<file path="src/rtl/alu_share_arb_if.sv">
// Bundle of the requester, shared-ALU and response-slot signals around alu_share_arb.
// The arbiter connects through the slave modport; requesters/consumer/ALU sit on the master side.
interface alu_share_arb_if #(
  parameter int TAG_W = 4
);
  logic             req0_valid;
  logic             req0_ready;
  logic [31:0]      req0_instr;
  logic [31:0]      req0_a;
  logic [31:0]      req0_b;
  logic [TAG_W-1:0] req0_tag;

  logic             req1_valid;
  logic             req1_ready;
  logic [31:0]      req1_instr;
  logic [31:0]      req1_a;
  logic [31:0]      req1_b;
  logic [TAG_W-1:0] req1_tag;

  logic [31:0]      alu_instr;
  logic [31:0]      alu_a;
  logic [31:0]      alu_b;
  logic [31:0]      alu_result;
  logic [2:0]       alu_flags;

  logic             rsp_valid;
  logic             rsp_ready;
  logic             rsp_port;
  logic [TAG_W-1:0] rsp_tag;
  logic [31:0]      rsp_result;
  logic [2:0]       rsp_flags;

  modport slave (
    input  req0_valid, req0_instr, req0_a, req0_b, req0_tag,
    output req0_ready,
    input  req1_valid, req1_instr, req1_a, req1_b, req1_tag,
    output req1_ready,
    output alu_instr, alu_a, alu_b,
    input  alu_result, alu_flags,
    output rsp_valid, rsp_port, rsp_tag, rsp_result, rsp_flags,
    input  rsp_ready
  );

  modport master (
    output req0_valid, req0_instr, req0_a, req0_b, req0_tag,
    input  req0_ready,
    output req1_valid, req1_instr, req1_a, req1_b, req1_tag,
    input  req1_ready,
    input  alu_instr, alu_a, alu_b,
    output alu_result, alu_flags,
    input  rsp_valid, rsp_port, rsp_tag, rsp_result, rsp_flags,
    output rsp_ready
  );
endinterface

</file>
<file path="src/rtl/alu_share_arb.sv">
// Round-robin arbiter sharing one combinational ALU between two requesters,
// with a one-entry registered response slot under valid/ready backpressure.
module alu_share_arb #(
  parameter int TAG_W = 4,
  parameter int CNT_W = 16
) (
  input  logic             clk,
  input  logic             rst_n,
  alu_share_arb_if.slave   bus,
  output logic [CNT_W-1:0] gnt_cnt0,
  output logic [CNT_W-1:0] gnt_cnt1,
  output logic             dbg_state,
  output logic             dbg_prio
);

  // Handshake: a transfer happens on a rising edge where valid & ready are both 1.
  // Requesters hold their fields while valid & !ready; ready is combinational from
  // both valids and rsp_ready, so valid must never depend on ready.

  typedef enum logic {
    ST_EMPTY = 1'b0,
    ST_FULL  = 1'b1
  } state_t;

  state_t           state_q, state_d;
  logic             prio_q;
  logic             gnt0, gnt1, accept, can_issue, sel;
  logic             rsp_port_q;
  logic [TAG_W-1:0] rsp_tag_q;
  logic [31:0]      rsp_result_q;
  logic [2:0]       rsp_flags_q;
  logic [CNT_W-1:0] cnt0_q, cnt1_q;

  assign can_issue = (state_q == ST_EMPTY) || bus.rsp_ready;

  always_comb begin
    gnt0 = 1'b0;
    gnt1 = 1'b0;
    if (rst_n && can_issue) begin
      if (bus.req0_valid && (!bus.req1_valid || !prio_q)) begin
        gnt0 = 1'b1;
      end else if (bus.req1_valid) begin
        gnt1 = 1'b1;
      end
    end
  end

  assign accept = gnt0 | gnt1;
  // Idle cycles still steer the ALU from the preferred port; the result is simply unused.
  assign sel    = accept ? gnt1 : prio_q;

  always_comb begin
    bus.alu_instr = bus.req0_instr;
    bus.alu_a     = bus.req0_a;
    bus.alu_b     = bus.req0_b;
    if (sel) begin
      bus.alu_instr = bus.req1_instr;
      bus.alu_a     = bus.req1_a;
      bus.alu_b     = bus.req1_b;
    end
  end

  always_comb begin
    state_d = state_q;
    unique case (state_q)
      ST_EMPTY: if (accept) state_d = ST_FULL;
      ST_FULL: begin
        if (accept)             state_d = ST_FULL;
        else if (bus.rsp_ready) state_d = ST_EMPTY;
      end
      default: state_d = ST_EMPTY;
    endcase
  end

  always_ff @(posedge clk) begin
    if (!rst_n) begin
      state_q      <= ST_EMPTY;
      prio_q       <= 1'b0;
      rsp_port_q   <= 1'b0;
      rsp_tag_q    <= '0;
      rsp_result_q <= '0;
      rsp_flags_q  <= '0;
      cnt0_q       <= '0;
      cnt1_q       <= '0;
    end else begin
      state_q <= state_d;
      if (accept) begin
        rsp_result_q <= bus.alu_result;
        rsp_flags_q  <= bus.alu_flags;
        rsp_port_q   <= gnt1;
        rsp_tag_q    <= gnt1 ? bus.req1_tag : bus.req0_tag;
        prio_q       <= ~gnt1;
        if (gnt0) cnt0_q <= cnt0_q + CNT_W'(1);
        if (gnt1) cnt1_q <= cnt1_q + CNT_W'(1);
      end
    end
  end

  assign bus.req0_ready = gnt0;
  assign bus.req1_ready = gnt1;
  assign bus.rsp_valid  = (state_q == ST_FULL);
  assign bus.rsp_port   = rsp_port_q;
  assign bus.rsp_tag    = rsp_tag_q;
  assign bus.rsp_result = rsp_result_q;
  assign bus.rsp_flags  = rsp_flags_q;
  assign gnt_cnt0       = cnt0_q;
  assign gnt_cnt1       = cnt1_q;
  assign dbg_state      = state_q;
  assign dbg_prio       = prio_q;

endmodule

</file>
<file path="src/flat_wrapper.sv">
// flat-port wrapper written by rule: the top's interface ports become plain ports
module alu_share_arb_flat 
#(
  parameter int TAG_W = 4,
  parameter int CNT_W = 16
)
  (clk, rst_n, gnt_cnt0, gnt_cnt1, dbg_state, dbg_prio, bus_req0_valid, bus_req0_instr, bus_req0_a, bus_req0_b, bus_req0_tag, bus_req0_ready, bus_req1_valid, bus_req1_instr, bus_req1_a, bus_req1_b, bus_req1_tag, bus_req1_ready, bus_alu_instr, bus_alu_a, bus_alu_b, bus_alu_result, bus_alu_flags, bus_rsp_valid, bus_rsp_port, bus_rsp_tag, bus_rsp_result, bus_rsp_flags, bus_rsp_ready);
  alu_share_arb_if #(.TAG_W(TAG_W)) bus_i ();
  input  logic clk;
  input  logic rst_n;
  output logic [CNT_W-1:0] gnt_cnt0;
  output logic [CNT_W-1:0] gnt_cnt1;
  output logic dbg_state;
  output logic dbg_prio;
  input wire logic [$bits(bus_i.req0_valid)-1:0] bus_req0_valid;
  input wire logic [$bits(bus_i.req0_instr)-1:0] bus_req0_instr;
  input wire logic [$bits(bus_i.req0_a)-1:0] bus_req0_a;
  input wire logic [$bits(bus_i.req0_b)-1:0] bus_req0_b;
  input wire logic [$bits(bus_i.req0_tag)-1:0] bus_req0_tag;
  output wire logic [$bits(bus_i.req0_ready)-1:0] bus_req0_ready;
  input wire logic [$bits(bus_i.req1_valid)-1:0] bus_req1_valid;
  input wire logic [$bits(bus_i.req1_instr)-1:0] bus_req1_instr;
  input wire logic [$bits(bus_i.req1_a)-1:0] bus_req1_a;
  input wire logic [$bits(bus_i.req1_b)-1:0] bus_req1_b;
  input wire logic [$bits(bus_i.req1_tag)-1:0] bus_req1_tag;
  output wire logic [$bits(bus_i.req1_ready)-1:0] bus_req1_ready;
  output wire logic [$bits(bus_i.alu_instr)-1:0] bus_alu_instr;
  output wire logic [$bits(bus_i.alu_a)-1:0] bus_alu_a;
  output wire logic [$bits(bus_i.alu_b)-1:0] bus_alu_b;
  input wire logic [$bits(bus_i.alu_result)-1:0] bus_alu_result;
  input wire logic [$bits(bus_i.alu_flags)-1:0] bus_alu_flags;
  output wire logic [$bits(bus_i.rsp_valid)-1:0] bus_rsp_valid;
  output wire logic [$bits(bus_i.rsp_port)-1:0] bus_rsp_port;
  output wire logic [$bits(bus_i.rsp_tag)-1:0] bus_rsp_tag;
  output wire logic [$bits(bus_i.rsp_result)-1:0] bus_rsp_result;
  output wire logic [$bits(bus_i.rsp_flags)-1:0] bus_rsp_flags;
  input wire logic [$bits(bus_i.rsp_ready)-1:0] bus_rsp_ready;
  assign bus_i.req0_valid = bus_req0_valid;
  assign bus_i.req0_instr = bus_req0_instr;
  assign bus_i.req0_a = bus_req0_a;
  assign bus_i.req0_b = bus_req0_b;
  assign bus_i.req0_tag = bus_req0_tag;
  assign bus_req0_ready = bus_i.req0_ready;
  assign bus_i.req1_valid = bus_req1_valid;
  assign bus_i.req1_instr = bus_req1_instr;
  assign bus_i.req1_a = bus_req1_a;
  assign bus_i.req1_b = bus_req1_b;
  assign bus_i.req1_tag = bus_req1_tag;
  assign bus_req1_ready = bus_i.req1_ready;
  assign bus_alu_instr = bus_i.alu_instr;
  assign bus_alu_a = bus_i.alu_a;
  assign bus_alu_b = bus_i.alu_b;
  assign bus_i.alu_result = bus_alu_result;
  assign bus_i.alu_flags = bus_alu_flags;
  assign bus_rsp_valid = bus_i.rsp_valid;
  assign bus_rsp_port = bus_i.rsp_port;
  assign bus_rsp_tag = bus_i.rsp_tag;
  assign bus_rsp_result = bus_i.rsp_result;
  assign bus_rsp_flags = bus_i.rsp_flags;
  assign bus_i.rsp_ready = bus_rsp_ready;
  alu_share_arb #(.TAG_W(TAG_W), .CNT_W(CNT_W)) u_core (.clk(clk), .rst_n(rst_n), .bus(bus_i), .gnt_cnt0(gnt_cnt0), .gnt_cnt1(gnt_cnt1), .dbg_state(dbg_state), .dbg_prio(dbg_prio));
endmodule
</file>
<file path="config.mk">
export PLATFORM = sky130hd
export DESIGN_NAME = alu_share_arb_flat
export DESIGN_NICKNAME = d
export VERILOG_FILES = /design/src/rtl/alu_share_arb_if.sv /design/src/rtl/alu_share_arb.sv /design/src/flat_wrapper.sv
export SDC_FILE = /design/constraint.sdc
export NUM_CORES = 1
export LEC_CHECK = 0
export ABC_AREA = 1
export BUFFER_PORTS_ARGS = -buffer_cell sky130_fd_sc_hd__buf_2
export CORE_AREA = 2 2 159 161
export CTS_BUF_LIST = sky130_fd_sc_hd__clkbuf_8
export DETAILED_ROUTE_END_ITERATION = 6
export DIE_AREA = 0 0 161 163
export GPL_TIMING_DRIVEN = 0
export MAX_ROUTING_LAYER = met4
export PLACE_DENSITY_LB_ADDON = 0.3
export SLEW_MARGIN = 0
export SYNTH_ARGS = -nofsm -noshare
export SYNTH_HDL_FRONTEND = slang
export SYNTH_SLANG_ARGS = --single-unit
</file>
<file path="constraint.sdc">
create_clock -name clk -period 1.6 [get_ports clk]
set_input_delay 0.24 -clock clk [delete_from_list [all_inputs] [get_ports clk]]
set_output_delay 0.24 -clock clk [all_outputs]
set_load 0.005 [all_outputs]
</file>
# Word level (Yosys, flattened, before mapping)
# Index checks and enable logic that the tools add are counted.
[op_classes]
mux = 14
n_reduce_logical = 8
addsub = 2
bitwise = 3
[ops]
columns = ["cell", "n"]
rows = [
  ["2-to-1 mux 32 bit", 3],
  ["adder 16 x 1 -> 16 bit (second input constant)", 2],
  ["2-to-1 mux 1 bit", 9],
  ["2-to-1 mux 4 bit", 1],
  ["AND reduction 2 bit", 2],
  ["logical AND 1 bit", 2],
  ["logical NOT 1 bit", 2],
  ["logical OR 1 bit", 2],
  ["inverter 1 bit", 2],
  ["one-hot mux 1 bit (2 select lines)", 1],
  ["bitwise OR 1 bit", 1],
]
[totals]
word_cells = 35
inputBits = 240
regBits = 74
output_inout_bits = 173

# Longest topological paths before layout
# Gate-level depths: netlist of run 1.
[logic_depth]
word_depth = 8
mapped_depth = 9
mapped_depth_nobuf = 9

# Least setup slack after synthesis of run 1
# Ideal clock, no wire load.
[synth_path]
kind = "register to output"
startpoint = "register u_core.prio_q (netlist: u_core.dbg_prio)"
endpoint = "output bus_alu_a[31]"
n_path_buf = 2
stages_incl_launch_ff = 9
arrival_ps = 1277
path_slack_ps = 83
required_ps = 1360
path_cell_list = "dfxtp_1 nand2_1 nand2_1 nand2_1 nor2_4 o21ai_2 buf_6 buf_6 o21ai_0"
[synth_via]
elab_chain_len = 8
[synth_rtl]
columns = ["item", "line_no", "rtl"]
rows = [
  ["start, declared", "alu_share_arb.sv:26", "logic prio_q;"],
  ["start signal, assigned", "alu_share_arb.sv:92", "prio_q <= ~gnt1;"],
  ["logical NOT 1 bit", "alu_share_arb.sv:40", "if (bus.req0_valid && (!bus.req1_valid || !prio_q)) begin"],
  ["logical OR 1 bit", "alu_share_arb.sv:40", ""],
  ["logical AND 1 bit", "alu_share_arb.sv:40", ""],
  ["2-to-1 mux 1 bit", "alu_share_arb.sv:40", ""],
  ["2-to-1 mux 1 bit", "alu_share_arb.sv:39", "if (rst_n && can_issue) begin"],
  ["bitwise OR 1 bit", "alu_share_arb.sv:48", "assign accept = gnt0 | gnt1;"],
  ["2-to-1 mux 1 bit (*)", "alu_share_arb.sv:50", "assign sel = accept ? gnt1 : prio_q;"],
  ["2-to-1 mux 32 bit (*)", "alu_share_arb.sv:56", "if (sel) begin"],
  ["end, declared", "flat_wrapper.sv:28", "output wire logic [$bits(bus_i.alu_a)-1:0] bus_alu_a;"],
]
# Mark *: on every way between the ends. The rest lies on a longest branch, timed or not.

# Worst setup path after layout of run 1
[layout_path]
startpoint = "register u_core.prio_q (netlist: u_core.dbg_prio)"
endpoint = "output bus_alu_instr[2]"
[layout_via]
elab_chain_len = 8
[layout_rtl]
columns = ["item", "line_no", "rtl"]
rows = [
  ["logical NOT 1 bit", "alu_share_arb.sv:40", ""],
  ["logical OR 1 bit", "alu_share_arb.sv:40", ""],
  ["logical AND 1 bit", "alu_share_arb.sv:40", ""],
  ["2-to-1 mux 1 bit", "alu_share_arb.sv:40", ""],
  ["2-to-1 mux 1 bit", "alu_share_arb.sv:39", ""],
  ["bitwise OR 1 bit", "alu_share_arb.sv:48", ""],
  ["2-to-1 mux 1 bit (*)", "alu_share_arb.sv:50", ""],
  ["2-to-1 mux 32 bit (*)", "alu_share_arb.sv:56", ""],
  ["end, declared", "flat_wrapper.sv:27", "output wire logic [$bits(bus_i.alu_instr)-1:0] bus_alu_instr;"],
]
# Marks and branches as above.

==> impl_results.md, run 1 <==
- Slew of the pin with the lowest slew margin: around 640 ps
- Share of layout cells above drive strength 1: 0.497
- Die height: 163 um
- Starting density of the core: 0.188
- PortBufs: slightly above 400
- Largest net degree at the start of global routing: 13
- Largest family of logic cells by synthesized area: simple AND/OR/NAND/NOR gates
- FILL cells: around 2,700
- Headroom to the max-slew limit: 0.573
- Vias in the first global route: about 6,200
- CTS root buffer: clkbuf_8
- Cell Area, Synth: around 0.0046 mm^2
- Die width: 161 um
- Synth Area in XOR/XNOR: 0.00189
- Complex-gate fraction of the synthesized area: 0.183
- Vias per inst: a little over 4
- Max VDD drop: 0.459 mV
- Mapped Cells: 780
- Initial drt markers: 245
- Post-Route WL: about 25,000 um
- RePlAce Congestion: 0.879
- Met1 Routed Length: between 9000 and 10,000 um
- Max Cap Viol: 0
- Initial antenna violation count: 5
- DR pass1 iterations: 4
- First-pass GRT wire length: between 30,000 and 40,000 um
- HP Class: input port to flop
- Nets: 1,469
- Area contributors post-synth: dfxtp_1 32%, nand2_1 21%, inv_1 11%
- Crit share post-route: 1.33
- Final min period: approximately 2100 ps
- Core ar.: about 0.025 mm^2
- Fin. Hold Viols: 0
- Detail Route Antenna Nets: 0
- Leakage power: approximately 4.7 nW
- Yosys reg bits: 74
- DR top layer: met4
- Mean post-synth cell area: 5.95 um^2
- Final core utilization: 0.350
- Peak Freq: approximately 470 MHz
- Hold buffer count at cts: 0
- Power per cell area: 716 mW/mm^2
- Worst skew pair latency: 360 ps
- IO Pins: between 400 and 500
- Setup slack after layout: -530 ps
- Die area: 0.0262 mm^2
- Synth unique cells: 27
- WL met3: between 1500 and 2000 um
- Most common cell after layout, fill and taps aside: buf_2
- GRT Total Usage: 0.181
- Final setup fails: about 100
- Row Count: 58
- Syn_nets: between 1,000 and 1,500
- DR vias: ~6,500
- Num CTS Buffers: 9
- Max clock buf depth: 2
- Status: finished, violations left
- Top-area cell type share of the netlist area: 0.319
- CP arrival: ~1900 ps
- Cell taking the most area after synthesis: dfxtp_1
- Overflow after GRT: 0
- Failing checks: setup timing
- YS warnings: 0
- Crit. End Element: output pin
- DP HPWL: slightly above 20,000 um
- # clock sinks: 74
- Setup crit start kind: flop
- Worst endpoint required time: between 1000 and 1500 ps
- Total power: between 6 and 7 mW
- RSZ-0062 raised after global routing: yes
- TritonCTS clock tree: built
- Worst-path fanout max: 7
- DRC: 0
- Commonest non-fill, non-tap cells in the layout: 407 x buf_2, 216 x nand2_1, 141 x inv_1, 70 x dfxtp_1, 56 x nor2_1
- Worst-path clk slew: roughly 80 ps
- Register area share after synthesis: 0.319
- Avg WL per Cell: around 16 um
- Simple-gate portion of the synthesized area: 0.308
- Mux contribution to synthesized area: 0
- Kind of critical path: flop to output pin
- Total length of routed met2 wires: ~13,000 um
- Fin Clk Skew: approximately 10 ps
- Synth Area in Adders: 0.00539
- P&R area growth vs syn: 85.9%
- Max Transition Viols Final: 0
- CTS H-tree lvls: 3
-- area by class of cell --
class                   instances  area (um^2)  area share
plain buffers                  40          468      0.0542
diodes                          3         7.51    0.000870
multi-input cells             521         2980       0.345
repair buffers                437         2550       0.296
flip-flops and latches         74         1490       0.173
inverters                     144          541      0.0626
clock inverters                 4         27.5     0.00319
clock buffers                  11          151      0.0175
well taps                     330          413      0.0478
-- per-layer routing --
metal,track usage,up-vias
met5,-,-
met2,0.337,268
met4,0.0491,0
met3,0.0428,32
li1,-,3285
met1,0.192,2895
-- cells in the mapped netlist --
library cell,n
nor3_1,6
nand2_1,258
nor2_2,2
a21oi_1,42
a21oi_4,1
o21ai_1,87
buf_4,10
nor3b_1,2
ha_1,2
buf_2,9
nand3_1,18
buf_6,14
nand2_4,3
o21ai_0,24
o21ai_2,1
clkbuf_1,7
buf_1,1
o21bai_1,6
dfxtp_1,74
o31ai_1,1
inv_1,142
nand4_1,7
inv_2,2
xor2_1,1
nor2_1,57
nor2_4,2
a21boi_1,1
-- cell families (layout without fill, tap and decap cells) --
kind of cell | after synthesis | count (layout)
flip-flops | 74 | 74
other | 0 | 3
XOR/XNOR | 1 | 1
AND/OR/NAND/NOR | 355 | 355
buffers and inverters | 185 | 636
adder cells (fa/ha/maj) | 2 | 2
AO/OA/AOI/OAI | 163 | 163
-- sequential cells by signal (all words and copies together) (netlist names) --
| name | count |
|---|---|
| u_core.bus.rsp_flags | 3 |
| u_core.gnt_cnt0 | 16 |
| u_core.bus.rsp_tag | 4 |
| u_core.bus.rsp_valid | 1 |
| u_core.dbg_prio | 1 |
| u_core.bus.rsp_result | 32 |
| u_core.bus.rsp_port | 1 |
| u_core.gnt_cnt1 | 16 |
-- critical path, stage by stage, from the launching register on --
cell and delay (ps):
dfxtp_4 360, nand2_4 50, nand2_4 90, nand2_4 60, nor2_4 120, o21ai_4 70
buf_12 140, buf_12 150, buf_12 120, buf_16 130, nand2_2 60, o21ai_2 50
buf_2 130
-- report_power, final --
| group | internal [mW] | switching [mW] |
|---|---|---|
| Combinational | 1.38 | 1.42 |
| Clock | 0.637 | 0.761 |
| Sequential | 1.93 | 0.0531 |
-- repair_timing --
action / CTS / global route
setup buffers: 9 / 7
pin swaps: 10 / 12
resized for setup: 166 / 70
cloned: 5 / 6
endpoints found under the setup margin: 98 / 127
-- final timing paths --
| kind | from | end | slack, ps | cells after the start |
|---|---|---|---|---|
| min | bus_alu_flags[1] | u_core.bus.rsp_flags[1] | 120 | 3 |
| max reg2reg | u_core.bus.rsp_valid | u_core.gnt_cnt0[10] | 110 | 8 |
| min reg2reg | u_core.bus.rsp_result[14] | u_core.bus.rsp_result[14] | 460 | 2 |
| max | u_core.dbg_prio | bus_alu_instr[2] | -530 | 12 |
-- metrics by stage --
stage               hold WS, ps  setup WS [ps]  TNS (ps)  instance area [um^2]  cells
finish                      122           -530    -44350                  8630   1564
global route                104           -624    -53280                  8630   1563
CTS                         102           -603    -51990                  8230   1550
detailed placement          453           -729    -38850                  7110   1521
global placement            446           -720    -36450                  7110   1521
floorplan                   387           82.9         0                  4640    780
No activity file was read; power rests on OpenSTA's default activity.
==> inputs of run 2 (changes only) <==
==> constraint.sdc (replaced) <==
create_clock -name clk -period 1.6 [get_ports clk]
set_input_delay 0.16 -clock clk [delete_from_list [all_inputs] [get_ports clk]]
set_output_delay 0.16 -clock clk [all_outputs]
set_load 0.005 [all_outputs]
==> run 2 against run 1 <==
  * The flow still finishes with violations (setup timing)
  * Flip-flop and latch count unchanged
  * Routed wire length decreased by 0.14%
  * Count of clock-buffer cells in the layout stayed put
  * Critical path depth unchanged
  * Final cell count fell by 0.26%
  * Combinational power is essentially flat
  * Sequential power about the same
  * Sequential share of layout area rose by 0.058 points
  * Core utilization decreased by 0.12 points
  * Worst setup slack better by 87 ps
  * Clock power about the same
  * Largest power group unchanged
  * Die area did not move
==> impl_results.md, run 2 (synthesis gave the netlist of run 1 again) <==
- Nets: 1,465
- Power per cell area: a little over 700 mW/mm^2
- Total power: approximately 6.2 mW
- CP arrival: roughly 1900 ps
- Initial drt markers: between 200 and 300
- TritonCTS clock tree: built
- Non-Filler Instances: approximately 1,600
- Final setup fails: 97
- Share of layout cells above drive strength 1: 0.496
- Setup crit start kind: flop
- Hold_sp: bus_alu_flags[1]
- Row Count: 58
- Final min period: approximately 2000 ps
- Headroom to the max-slew limit: 0.576
- DR vias: roughly 6,500
- Initial antenna violation count: 5
- # clock sinks: 74
- RR Startpoint: u_core.bus.rsp_valid
- Avg WL per Cell: 16.0 um
- R2r endpoint: u_core.gnt_cnt0[10]
- Worst skew pair latency: about 360 ps
- Worst-path fanout max: 7
- Post-Route WL: between 20,000 and 25,000 um
- GRT Total Usage: 0.181
- Slew of the pin with the lowest slew margin: roughly 640 ps
- RSZ-0062 raised after global routing: yes
- Vias in the first global route: 6,157
- Worst reg2reg setup slack: 100 ps
- Most common cell after layout, fill and taps aside: buf_2
- FF-to-FF path depth: 8
- Max Transition Viols Final: 0
- Max clock buf depth: 2
- Die area: ~0.026 mm^2
- Peak Freq: between 400 and 500 MHz
- Max VDD drop: ~0.46 mV
- Status: finished, violations left
- DRC: 0
- P&R area growth vs syn: 85.3%
- Overflow after GRT: 0
- Crit share post-route: 1.28
- Starting density of the core: 0.188
- Kind of critical path: flop to output pin
- CTS root buffer: clkbuf_8
- Largest net degree at the start of global routing: 13
- Worst-path clk slew: 80 ps
- First-pass GRT wire length: 35,000 um
- Hold EP: u_core.bus.rsp_flags[1]
- RePlAce Congestion: about 0.88
- HP Class: input port to flop
- Max Cap Viol: 0
- Die height: 163 um
- DP HPWL: about 21,000 um
- Max reg flops: 32
- Area of the multi-input gates: around 0.0030 mm^2
- FILL cells: 2,694
- Fin. Hold Viols: 0
- Worst endpoint required time: around 1400 ps
- Core ar.: 0.0247 mm^2
- Vias per inst: approximately 4.2
- Leakage power: 4.64 nW
- Die width: roughly 160 um
- Cells on Worst Hold Path: 3
- FF+latch area: ~0.0015 mm^2
- Setup slack after layout: -443 ps
- Final core utilization: 0.349
- Detail Route Antenna Nets: 0
- Failing checks: setup timing
- Fin Clk Skew: around 11 ps
- CTS H-tree lvls: 3
- Hold buffer count at cts: 0
- Dpl cells: 1,521
- DR pass1 iterations: 5
- Commonest non-fill, non-tap cells in the layout: 407 x buf_2, 216 x nand2_1, 141 x inv_1, 70 x dfxtp_1, 56 x nor2_1
- Num CTS Buffers: 9
- PortBufs: between 400 and 500
- Fin Hold WS: ~43 ps
- IO Pins: 413
- Crit. End Element: output pin
[run 2: worst max path at each step]
stage	from	endpoint	slack [ps]	depth (start not counted)
6_report	u_core.dbg_prio	bus_alu_instr[2]	-440	12
5_1_grt	u_core.dbg_prio	bus_alu_a[3]	-540	10
4_1_cts	u_core.dbg_prio	bus_alu_a[5]	-520	11
3_5_place_dp	u_core.bus.rsp_valid	bus_alu_instr[7]	-650	7
3_3_place_gp	u_core.bus.rsp_valid	bus_alu_instr[3]	-640	7
2_1_floorplan	u_core.dbg_prio	bus_alu_a[31]	160	8
[run 2: power breakdown]
part | internal [mW] | switching [mW] | total (mW)
Sequential | 1.93 | 0.0534 | 1.98
Combinational | 1.38 | 1.42 | 2.80
Clock | 0.637 | 0.758 | 1.39
[run 2: per-layer routing]
layer / global-route usage / up-vias / part of all wire
met5: - / - / 0
met4: 0.0491 / 0 / 0.021
met3: 0.0428 / 32 / 0.075
met2: 0.337 / 273 / 0.53
met1: 0.192 / 2920 / 0.38
li1: - / 3277 / -
[run 2: through the flow]
stage               setup TNS [ps]  area (um^2)  setup slack (ps)
CTS                         -44150         8230              -523
detailed placement          -31170         7110              -649
global placement            -28770         7110              -640
floorplan                        0         4640               163
global route                -45270         8600              -542
finish                      -36110         8600              -443
[run 2: layout make-up]
class,instances,share of cell area
multi-input combinational,521,0.346
timing repair buffer,434,0.295
sequential,74,0.173
inverter,144,0.0628
buffer,39,0.0526
tap,330,0.0480
clock buffer,11,0.0176
clock inverter,4,0.00320
antenna,3,0.000872
[run 2: worst max-delay path, stage by stage, from the launching register on]
cell     delay (ps)
dfxtp_4         360
nand2_4          50
nand2_4          90
nand2_4          60
nor2_4          120
o21ai_4          70
buf_12          140
buf_12          150
buf_12          120
buf_16          130
nand2_2          60
o21ai_2          50
buf_2           130
[run 2: timing repair]
action	4_1_cts	5_1_grt
cloned	5	6
endpoints found under the setup margin	98	127
pin swaps	10	12
resized for setup	166	71
buffers inserted	9	4
